`src/rtl/aes_round_ctrl.sv`:
```
// ---------------------------------------------------------------------------
// aes_round_ctrl
// ---------------------------------------------------------------------------
// Sequencing controller for an iterative AES datapath. A block accepted on
// the input handshake is whitened with round key 0 (the "initial AddRoundKey").
// The controller then drives the external round datapath for NR rounds. Each
// round lasts DP_LATENCY+1 cycles. The ciphertext is held in DONE until the
// consumer takes it.
//
// Optional feature: define AES_CTRL_DECRYPT_EN to add the mode input and the
// dp_inv output. This walks the round keys in reverse order for decryption.
// Without the macro, the controller is encrypt-only.
//
// Parameters
//   NR          number of rounds (10/12/14)
//   DP_LATENCY  cycles from dp_go to a valid dp_result (1..7)
//
// Ports
//   clk        clock, rising edge
//   rst        asynchronous reset, active LOW
//   in_valid   plaintext offered         in_ready   block can be accepted
//   data_in    plaintext block
//   out_valid  ciphertext available      out_ready  consumer takes ciphertext
//   data_out   ciphertext (the running state register)
//   rk_in      round key for rnd_idx, combinational from the key store
//   rnd_idx    round-key index requested
//   dp_state   state presented to the round datapath
//   dp_go      one-cycle launch pulse for the round datapath
//   dp_last    final round (datapath skips MixColumns)
//   dp_result  round datapath output after AddRoundKey
//   busy       block in flight (RUN or DONE)
//   mode       (AES_CTRL_DECRYPT_EN) 1 = decrypt, sampled at accept
//   dp_inv     (AES_CTRL_DECRYPT_EN) registered mode, selects inverse ops
// ---------------------------------------------------------------------------
module aes_round_ctrl #(
   parameter int NR         = 10,
   parameter int DP_LATENCY = 1
) (
   input  logic         clk,
   input  logic         rst,
   input  logic         in_valid,
   output logic         in_ready,
   input  logic [127:0] data_in,
   output logic         out_valid,
   input  logic         out_ready,
   output logic [127:0] data_out,
   input  logic [127:0] rk_in,
   output logic [3:0]   rnd_idx,
   output logic [127:0] dp_state,
   output logic         dp_go,
   output logic         dp_last,
   input  logic [127:0] dp_result,
`ifdef AES_CTRL_DECRYPT_EN
   input  logic         mode,
   output logic         dp_inv,
`endif
   output logic         busy
);

   localparam logic [3:0] NR_IDX  = 4'(NR);
   localparam logic [2:0] LAT_CNT = 3'(DP_LATENCY);

   typedef enum logic [1:0] {
      IDLE = 2'd0,
      RUN  = 2'd1,
      DONE = 2'd2
   } fsm_t;

   fsm_t         fsm_reg,   fsm_next;
   logic [127:0] state_reg, state_next;
   logic [3:0]   round_reg, round_next;
   logic [2:0]   cnt_reg,   cnt_next;
   logic         mode_reg,  mode_next;
   // Cleared by reset and set on the first edge afterwards. This keeps
   // in_ready low for the whole reset cycle even though the FSM sits in IDLE.
   logic         ready_reg;
   logic         mode_in;
   logic [127:0] whitened;

`ifdef AES_CTRL_DECRYPT_EN
   assign mode_in = mode;
   assign dp_inv  = mode_reg;
`else
   assign mode_in = 1'b0;
`endif

   // Initial AddRoundKey applied to the incoming block, one word per lane.
   for (genvar gi = 0; gi < 4; gi++) begin : g_whiten
      assign whitened[32*gi +: 32] = data_in[32*gi +: 32] ^ rk_in[32*gi +: 32];
   end

   // Decryption consumes the key schedule back to front. Logical round r
   // therefore maps to key index NR-r.
   function automatic logic [3:0] key_idx(input logic [3:0] r, input logic inv);
      return inv ? (NR_IDX - r) : r;
   endfunction

   assign data_out = state_reg;
   assign dp_state = state_reg;

   always_comb begin
      fsm_next   = fsm_reg;
      state_next = state_reg;
      round_next = round_reg;
      cnt_next   = cnt_reg;
      mode_next  = mode_reg;
      in_ready   = 1'b0;
      out_valid  = 1'b0;
      dp_go      = 1'b0;
      dp_last    = 1'b0;
      busy       = 1'b0;
      rnd_idx    = 4'd0;

      case (fsm_reg)
         IDLE: begin
            in_ready = ready_reg;
            // The key store must already see the whitening index in the
            // accept cycle, so the live mode input selects it here.
            rnd_idx  = key_idx(4'd0, mode_in & ready_reg);
            if (in_valid && ready_reg) begin
               state_next = whitened;
               round_next = 4'd1;
               cnt_next   = 3'd0;
               mode_next  = mode_in;
               fsm_next   = RUN;
            end
         end

         RUN: begin
            busy    = 1'b1;
            rnd_idx = key_idx(round_reg, mode_reg);
            dp_last = (round_reg == NR_IDX);
            dp_go   = (cnt_reg == 3'd0);
            if (cnt_reg == LAT_CNT) begin
               state_next = dp_result;
               cnt_next   = 3'd0;
               if (round_reg == NR_IDX) begin
                  fsm_next = DONE;
               end else begin
                  round_next = round_reg + 4'd1;
               end
            end else begin
               cnt_next = cnt_reg + 3'd1;
            end
         end

         DONE: begin
            busy      = 1'b1;
            out_valid = 1'b1;
            rnd_idx   = key_idx(NR_IDX, mode_reg);
            // A simultaneous in_valid is not taken here. It is accepted in
            // the IDLE cycle that follows.
            if (out_ready) begin
               fsm_next = IDLE;
            end
         end

         default: begin
            fsm_next = IDLE;
         end
      endcase
   end

   always_ff @(posedge clk or negedge rst) begin
      if (!rst) begin
         fsm_reg   <= IDLE;
         state_reg <= '0;
         round_reg <= '0;
         cnt_reg   <= '0;
         mode_reg  <= 1'b0;
         ready_reg <= 1'b0;
      end else begin
         fsm_reg   <= fsm_next;
         state_reg <= state_next;
         round_reg <= round_next;
         cnt_reg   <= cnt_next;
         mode_reg  <= mode_next;
         ready_reg <= 1'b1;
      end
   end

endmodule

```
`config.mk`:
```
export PLATFORM = sky130hd
export DESIGN_NAME = aes_round_ctrl
export DESIGN_NICKNAME = d
export VERILOG_FILES = /design/src/rtl/aes_round_ctrl.sv
export SDC_FILE = /design/constraint.sdc
export NUM_CORES = 1
export LEC_CHECK = 0
export BUFFER_PORTS_ARGS = -buffer_cell sky130_fd_sc_hd__buf_2
export CORE_AREA = 2 2 257 259
export DETAILED_ROUTE_END_ITERATION = 10
export DIE_AREA = 0 0 259 261
export GPL_ROUTABILITY_DRIVEN = 0
export HOLD_SLACK_MARGIN = 0.08
export PLACE_DENSITY = 0.32
export SLEW_MARGIN = 10
export SYNTH_ARGS = -nofsm -noshare
export SYNTH_HDL_FRONTEND = slang
export SYNTH_SLANG_ARGS = --single-unit
```
`constraint.sdc`:
```
create_clock -name clk -period 3.05 [get_ports clk]
set_clock_uncertainty 0.1 [all_clocks]
set_input_delay 0.305 -clock clk [delete_from_list [all_inputs] [get_ports clk]]
set_output_delay 0.305 -clock clk [all_outputs]
set_load 0.02 [all_outputs]
```
Word level (Yosys, flattened, before mapping)
Index checks and enable logic that the tools add are counted.
W data, S select, Z words.
{"block": "totals", "reg_bits": 138, "output_inout_bits": 265, "in_bits": 388, "wordCells": 50}
{"block": "classes", "reduce_logical": 9, "mux": 21, "bitwise": 4, "n_eq_ne": 9, "addsub": 2}
{"operator": "$mux W128", "count": 2}
{"operator": "$pmux W128 S2", "count": 1}
{"operator": "$xor A32 B32 Y32", "count": 4}
{"operator": "$pmux W4 S2", "count": 2}
{"operator": "$mux W4", "count": 3}
{"operator": "$ne A2 B2 Y1 const B", "count": 5}
{"operator": "$mux W2", "count": 4}
{"operator": "$reduce_and A4 Y1", "count": 2}
{"operator": "$mux W3", "count": 2}
{"operator": "$pmux W2 S3", "count": 1}
{"operator": "$pmux W3 S2", "count": 1}
{"operator": "$mux W1", "count": 5}
{"operator": "$add A4 B1 Y4 const B", "count": 1}
{"operator": "$eq A4 B4 Y1 const B", "count": 1}
{"operator": "$add A3 B1 Y3 const B", "count": 1}
{"operator": "$eq A3 B1 Y1 const B", "count": 1}
{"operator": "$logic_not A3 Y1", "count": 1}
{"operator": "$reduce_and A3 Y1", "count": 1}
{"operator": "$eq A2 B1 Y1 const B", "count": 1}
{"operator": "$eq A2 B2 Y1 const B", "count": 1}
{"operator": "$logic_not A2 Y1", "count": 1}
{"operator": "$reduce_and A2 Y1", "count": 1}
{"operator": "$reduce_bool A2 Y1", "count": 1}
{"operator": "$reduce_or A2 Y1", "count": 1}
{"operator": "$logic_and A1 B1 Y1", "count": 1}

Longest topological paths before layout
Gate-level depths: netlist of run 1.
{"block": "logic_depth", "word_depth": 4, "depth_mapped": 10, "ltp_nobuf": 6}

Worst setup path before layout of run 1
Ideal clock, no wire load.
{"block": "synth_timing", "path_type": "register to register", "start": "reg fsm_reg[0]", "end": "reg state_reg[73], in the netlist data_out[73]", "setup_ns": 0.083, "path_buffers": 3, "path_slack_ns": 0.929, "t_required_ns": 2.867, "path_stages_with_launch": 10, "synth_period_minus_slack_ns": 2.121, "arrival_time_ns": 1.938, "cell_sequence": "dfrtp_1 inv_1 ha_1 a21boi_0 a211o_1 buf_2 clkbuf_1 buf_2 nand2_1 o21ai_0"}
{"block": "synth_between", "elab_chain_len": 3, "elab_cells_between_ends": 7, "classes_between": "eq/ne (3); mux (1); reduce/logical (3)"}
{"item": "start: declaration", "line": "69", "source": "fsm_t fsm_reg, fsm_next;"}
{"item": "start signal: assignment", "line": "173", "source": "fsm_reg <= fsm_next;"}
{"item": "$eq A2 B1 Y1 / $logic_not A2 Y1 (equally long branches)"}
{"item": "$ne A2 B2 Y1 (no source line) / $reduce_bool A2 Y1 (equally long branches)"}
{"item": "$reduce_and A3 Y1 (no source line)"}
{"item": "end signal: assignment", "line": "174", "source": "state_reg <= state_next;"}
{"item": "end: declaration", "line": "70", "source": "logic [127:0] state_reg, state_next;"}
Parallel ways exist; a longest one is shown, timed or not.
A chain may end at the register's enable or synchronous reset.

Worst setup path after layout of run 1
{"block": "layout_timing", "start": "reg fsm_reg[1]", "end": "out dp_last"}
{"block": "layout_between", "elab_chain_len": 2}
{"item": "$eq A2 B1 Y1", "line": "114", "source": "case (fsm_reg)"}
{"item": "$mux W1", "line": "114"}
{"item": "end: declaration", "line": "51", "source": "output logic dp_last,"}
Every way passes these cells.

==> results of run 1 <==
final timing paths:
| check | startpoint | to | slack, ns |
|---|---|---|---|
| min in group asynchronous | rst | data_out[34] | 0.30 |
| max | fsm_reg[1] | dp_last | 0.64 |
| max in group asynchronous | rst | data_out[105] | 1.91 |
| max reg2reg | fsm_reg[1] | data_out[68] | 0.79 |
| min reg2reg | data_out[43] | data_out[43] | 0.40 |
| min | data_in[106] | data_out[106] | 0.16 |
final cells by class:
class / count / area, um^2
Tap cell: 864 / 1080
Fill cell: 7249 / 51300
Inverter: 5 / 18.8
Sequential cell: 138 / 3450
Clock buffer: 22 / 454
Timing Repair Buffer: 797 / 4760
Multi-Input combinational cell: 694 / 3760
Clock inverter: 10 / 215
critical path, stage by stage, from the launching register on:
cell     delay [ns]
dfrtp_1        0.40
inv_1          0.16
ha_4           0.23
buf_12         0.32
and2_1         0.22
buf_2          0.18
cells by family (layout without fill, tap and decap cells):
family,after synthesis,in the layout,share of synthesized area
flops,138,138,0.411
other cells,1,1,0.000446
mux,1,1,0.00134
compound gates,274,274,0.167
simple gates,283,283,0.133
fa+ha+maj,7,7,0.0104
buf+inv,192,834,0.144
xor+xnor,128,128,0.133
placed cells by master, fill, tap and decap left out, types with 2 or more instances in the layout:
cell / synthesis / final
dlygate4sd3_1: 0 / 130
buf_12: 0 / 6
a22o_1: 2 / 2
nand2b_1: 3 / 3
clkbuf_1: 49 / 4
nand2_1: 131 / 131
nor2_1: 130 / 130
and2_1: 4 / 4
clkbuf_16: 0 / 17
nor3_1: 3 / 3
nor2b_1: 3 / 3
nand3_1: 4 / 4
buf_4: 128 / 9
ha_1: 7 / 6
xnor2_1: 128 / 128
clkinv_4: 0 / 4
buf_2: 10 / 651
a21oi_1: 132 / 132
inv_1: 5 / 5
or2_2: 2 / 2
o21ai_0: 132 / 132
bufinv_16: 0 / 6
dfrtp_1: 138 / 138
report_power, final:
group | total [mW] | internal (mW) | switching (mW)
Clock | 2.40 | 1.56 | 0.842
Combinational | 7.95 | 2.69 | 5.27
Sequential | 3.62 | 2.76 | 0.864
Total | 14.0 | 7.00 | 6.97
routing by layer:
metal	track usage	vias to the layer above	routed length (um)
li1	-	4478	-
met1	0.0982	3928	12500
met2	0.169	350	17500
met3	0.0269	30	2170
met4	0.0363	0	642
met5	0	-	0
what timing repair did:
action	CTS	global route
hold buffers	130	0
hold endpoints to repair	177	0
setup buffers	0	0
through the flow:
step	total power, mW	worst slack (ns)
floorplan	9.54	0.929
global placement	11.6	0.882
detailed placement	11.7	0.794
CTS	14.3	0.503
global route	15.2	0.426
finish	14.0	0.641
==> summary.md, run 1 <==
| Metric | Value |
|---|---|
| Status | `finished clean` |
| Fin nets | `2048` |
| Largest net degree at the start of global routing | `141` |
| Leakage power | `about 6.7 nW` |
| Minimum clock period | `~2.4 ns` |
| Yosys warnings | `0` |
| I/O Pins | `653` |
| DP HPWL | `25800 um` |
| Post-layout util | `0.211` |
| Fin. Hold Viols | `0` |
| Total routed wirelength | `32800 um` |
| 1st-iter DRT viols | `220` |
| Clk sink count | `between 100 and 150` |
| Die width | `around 260 um` |
| Hold_ws | `0.155 ns` |
| Synth Net Count | `between 1000 and 1500` |
| Register-to-Register Path Depth | `6` |
| Area after DPL | `11800 um^2` |
| Row cnt | `94` |
| Final setup viols | `0` |
| RSZ-0062 raised after global routing | `false` |
| Power density over the cells | `1020 nW/um^2` |
| Syn_area_per_cell | `8.21 um^2` |
| Max Clk Rate | `0.415 GHz` |
| Die Ht | `261 um` |
| Synth top cells by count | `138 x dfrtp_1, 132 x a21oi_1, 132 x o21ai_0` |
| DR pass1 iterations | `6` |
| Post-route DRC | `0` |
| Leading area contributor after synthesis | `dfrtp_1` |
| Port bufs | `652` |
| Initial antenna violation count | `0` |
| Worst min path class | `in2reg` |
| Setup CP Type | `reg2out` |
| Critical path required time | `2.64 ns` |
| Top-count cell post-synth | `dfrtp_1` |
| Post-DR wirelength/cell | `13.0 um` |
| Final Non-Filler Cells | `roughly 2500` |
| Post-synthesis sequential area ratio | `0.411` |
| Grt ovf | `0` |
| Yosys cell types | `31` |
| DRT antenna net count | `0` |
| First-pass GRT wire length | `46700 um` |
| Area growth syn-to-layout | `63.4%` |
| Max Transition Viols Final | `0` |
| Antenna cells | `0` |
| Slew Limit Headroom | `0.538` |
| Clock Tree Root | `clkbuf_16` |
| Critical Path Fanout Max | `123` |
| Clk slew on worst S/H paths | `0.07 ns` |
| TNS Setup | `0 ns` |
| Share of layout cells above drive strength 1 | `0.421` |
| Initial Util | `0.129` |
| Number of global-route vias before repair | `8407` |
| Predominant post-synthesis flop cell | `dfrtp_1` |
| GRT Total Usage | `0.0918` |
| Crit path DAT | `2.00 ns` |
| EDFF count, synth | `0` |
| Main area contributors after synthesis | `dfrtp_1 41%, xnor2_1 13%, buf_4 11%` |
| CP startpoint kind | `register` |
| Via count | `just under 9000` |
| Clock latency at the later pin of the worst-skew pair | `~0.46 ns` |
| Yosys reg bits | `138` |
| CTS buffer count | `17` |
| Post-Layout Inst Area | `13700 um^2` |
| Mapped cell area | `8410 um^2` |
| Die ar. | `67600 um^2` |
| Via-to-Cell Ratio | `~3.5` |
| Dpl cells | `2368` |
| Post-synth top area share | `0.411` |
| Least-Margin Pin Slew | `0.693 ns` |
| Element type at the critical path end | `output pin` |
| Final worst-path cycle share | `0.790` |
| Core area | `65000 um^2` |
| Hold Path Depth | `5` |
| Async SR Flop Fraction | `1.00` |
| Max FFs per register | `between 100 and 150` |
| VDD IR max | `0.410 mV` |
| Max Root-Sink Buffers | `2` |
| Post-CTS sizing | `0` |
| Max Cap Viol | `0` |
| H-Tree Depth | `4` |
| CTS tree | `yes` |
| Mapped Cells | `about 1000` |
No activity file was read; power rests on OpenSTA's default activity.
==> run 2: changes to the inputs <==
- PLACE_DENSITY: 0.32 -> 0.33
- clock period: 3.05 -> 2.05 ns (I/O delays scaled with it)
==> summary.md, run 2 (same netlist as run 1, synthesis figures left out) <==
| Metric | Value |
|---|---|
| Post-layout util | `0.258 (+0.0467)` |
| Max Cap Viol | `0 (unchanged)` |
| Die ar. | `67600 um^2 (unchanged)` |
| Fin. Hold Viols | `0 (unchanged)` |
| Least-Margin Pin Slew | `0.508 ns (-0.185 ns)` |
| Power density over the cells | `1390 nW/um^2 (+37%)` |
| Commonest non-fill, non-tap cell in the layout | `buf_2` |
| CTS buffer count | `17 (unchanged)` |
| Clk sink count | `138 (unchanged)` |
| Critical Path Fanout Max | `4 (-97%)` |
| Via count | `10022 (+14%)` |
| Share of layout cells above drive strength 1 | `0.398 (-0.0229)` |
| Setup CP Type | `reg2out` |
| Total routed wirelength | `38100 um (+16%)` |
| Fin nets | `2336 (+14%)` |
| Area growth syn-to-layout | `99.5%` |
| Die Ht | `261 um (unchanged)` |
| Leakage power | `8.09 nW (+20%)` |
| CTS tree | `yes` |
| Final worst-path cycle share | `0.984` |
| DRT antenna net count | `0 (unchanged)` |
| Clock Tree Root | `clkbuf_16` |
| Max Root-Sink Buffers | `2 (unchanged)` |
| Critical path required time | `1.75 ns (-0.89 ns)` |
| CP startpoint kind | `register` |
| Worst R2R End | `round_reg[1]` |
| Hold Path Depth | `5 (unchanged)` |
| Element type at the critical path end | `output pin` |
| Max Transition Viols Final | `0 (unchanged)` |
| Port bufs | `652 (unchanged)` |
| Minimum clock period | `2.02 ns` |
| Most used cell along the critical path | `buf_4` |
| R2r startpoint | `fsm_reg[1]` |
| TNS Setup | `0 ns (unchanged)` |
| Max Clk Rate | `just under 0.5 GHz` |
| Status | `finished clean` |
| Flop-to-flop setup slack | `0.06 ns (-0.73 ns)` |
| CP endpoint | `rnd_idx[3]` |
| Critical path origin | `fsm_reg[1]` |
| Post-DR wirelength/cell | `13.5 um (+4.2%)` |
| Max incr delay on CP | `0.38 ns (-0.02 ns)` |
| First-pass GRT wire length | `52900 um (+13%)` |
| Die width | `259 um (unchanged)` |
| Grt ovf | `0 (unchanged)` |
| Post-route DRC | `0 (unchanged)` |
| Area after DPL | `12200 um^2 (+3.3%)` |
| Number of global-route vias before repair | `9582 (+14%)` |
| RSZ-0062 raised after global routing | `true` |
| Hold_ws | `0.0968 ns (-0.0585 ns)` |
| Clk slew on worst S/H paths | `0.06 ns (about the same)` |
| Via-to-Cell Ratio | `3.56 (+2.4%)` |
| 1st-iter DRT viols | `194 (-12%)` |
| I/O Pins | `653 (unchanged)` |
| H-Tree Depth | `4 (unchanged)` |
| Post-Layout Inst Area | `16800 um^2 (+22%)` |
| Worst path cell trace | `buf_4, buf_4, ha_2, buf_6, a21oi_2, nor2b_1, buf_4` |
| Setup WS post-layout | `0.0337 ns (-0.608 ns)` |
| DR pass1 iterations | `4 (-2)` |
| Initial antenna violation count | `1 (+1)` |
| Most frequent cells in the layout | `645 x buf_2, 358 x dlygate4sd3_1, 137 x dfrtp_1, 130 x a21oi_1, 130 x nand2_1` |
| Dpl cells | `2410 (+1.8%)` |
| DP HPWL | `27200 um (+5.7%)` |
| Worst min path class | `in2reg` |
| Slew Limit Headroom | `0.661 (+0.123)` |
| Crit path DAT | `1.71 ns (-0.29 ns)` |
| Setup WS pre-CTS | `0.0492 ns (-0.744 ns)` |
| Antenna cells | `0 (unchanged)` |
| GRT Total Usage | `0.102 (+0.0106)` |
| Initial Util | `0.129 (unchanged)` |
| Register-to-Register Path Depth | `8 (+2)` |
| Overall Power | `23.4 mW (+67%)` |
| Final setup viols | `0 (unchanged)` |
| VDD IR max | `0.653 mV (+59%)` |
| Final Non-Filler Cells | `2817 (+11%)` |
| Clock latency at the later pin of the worst-skew pair | `0.47 ns (about the same)` |
| Worst path slowest cell | `dfrtp_1` |
| Largest net degree at the start of global routing | `88 (-38%)` |
| Max FFs per register | `128 (unchanged)` |
| Row cnt | `94 (unchanged)` |
| Core area | `65000 um^2 (unchanged)` |
[run 2: worst min path at each step]
stage                          endpoint   startpoint  slack (ns)
after CTS                 data_out[105]   rk_in[105]        0.08
after detailed placement   data_out[39]          rst         0.1
final                      data_out[80]  data_in[80]         0.1
after global placement     data_out[72]          rst        0.09
after floorplan              cnt_reg[0]          rst       -0.19
after global routing      data_out[105]   rk_in[105]        0.12
[run 2: area by class of cell]
class                           instances  area, um^2
Fill cell                            7006       48300
Timing Repair Buffer                 1085        7750
Multi-Input combinational cell        694        3830
Sequential cell                       138        3450
Tap cell                              864        1080
Clock buffer                           20         457
Clock inverter                         11         191
Inverter                                5        18.8
[run 2: critical path, delay by kind of cell, from the launching register on]
kind	cells	cell delay (ns)
buf+inv	4	0.53
flops	1	0.38
fa+ha+maj	1	0.18
compound gates	1	0.09
simple gates	1	0.05
[run 2: timing repair]
action,in CTS,in global routing
pin swaps,2,1
endpoints found under the hold margin,268,0
gates cloned,0,7
setup endpoints to repair,4,105
buffers inserted,5,6
hold buffers,358,0
resized for setup,17,27
[run 2: per-layer routing]
| layer | part of all wire | global-route usage |
|---|---|---|
| met5 | 0.00034 | 0 |
| met4 | 0.012 | 0.0347 |
| met3 | 0.060 | 0.0289 |
| met2 | 0.53 | 0.189 |
| met1 | 0.40 | 0.112 |
[run 2: power by group]
part	total, mW	internal, mW	switching [mW]	leakage (nW)
combinational	14.5	5.86	8.61	6.05
clock	3.51	2.22	1.30	0.321
sequential	5.38	4.10	1.28	1.72
total	23.4	12.2	11.2	8.09
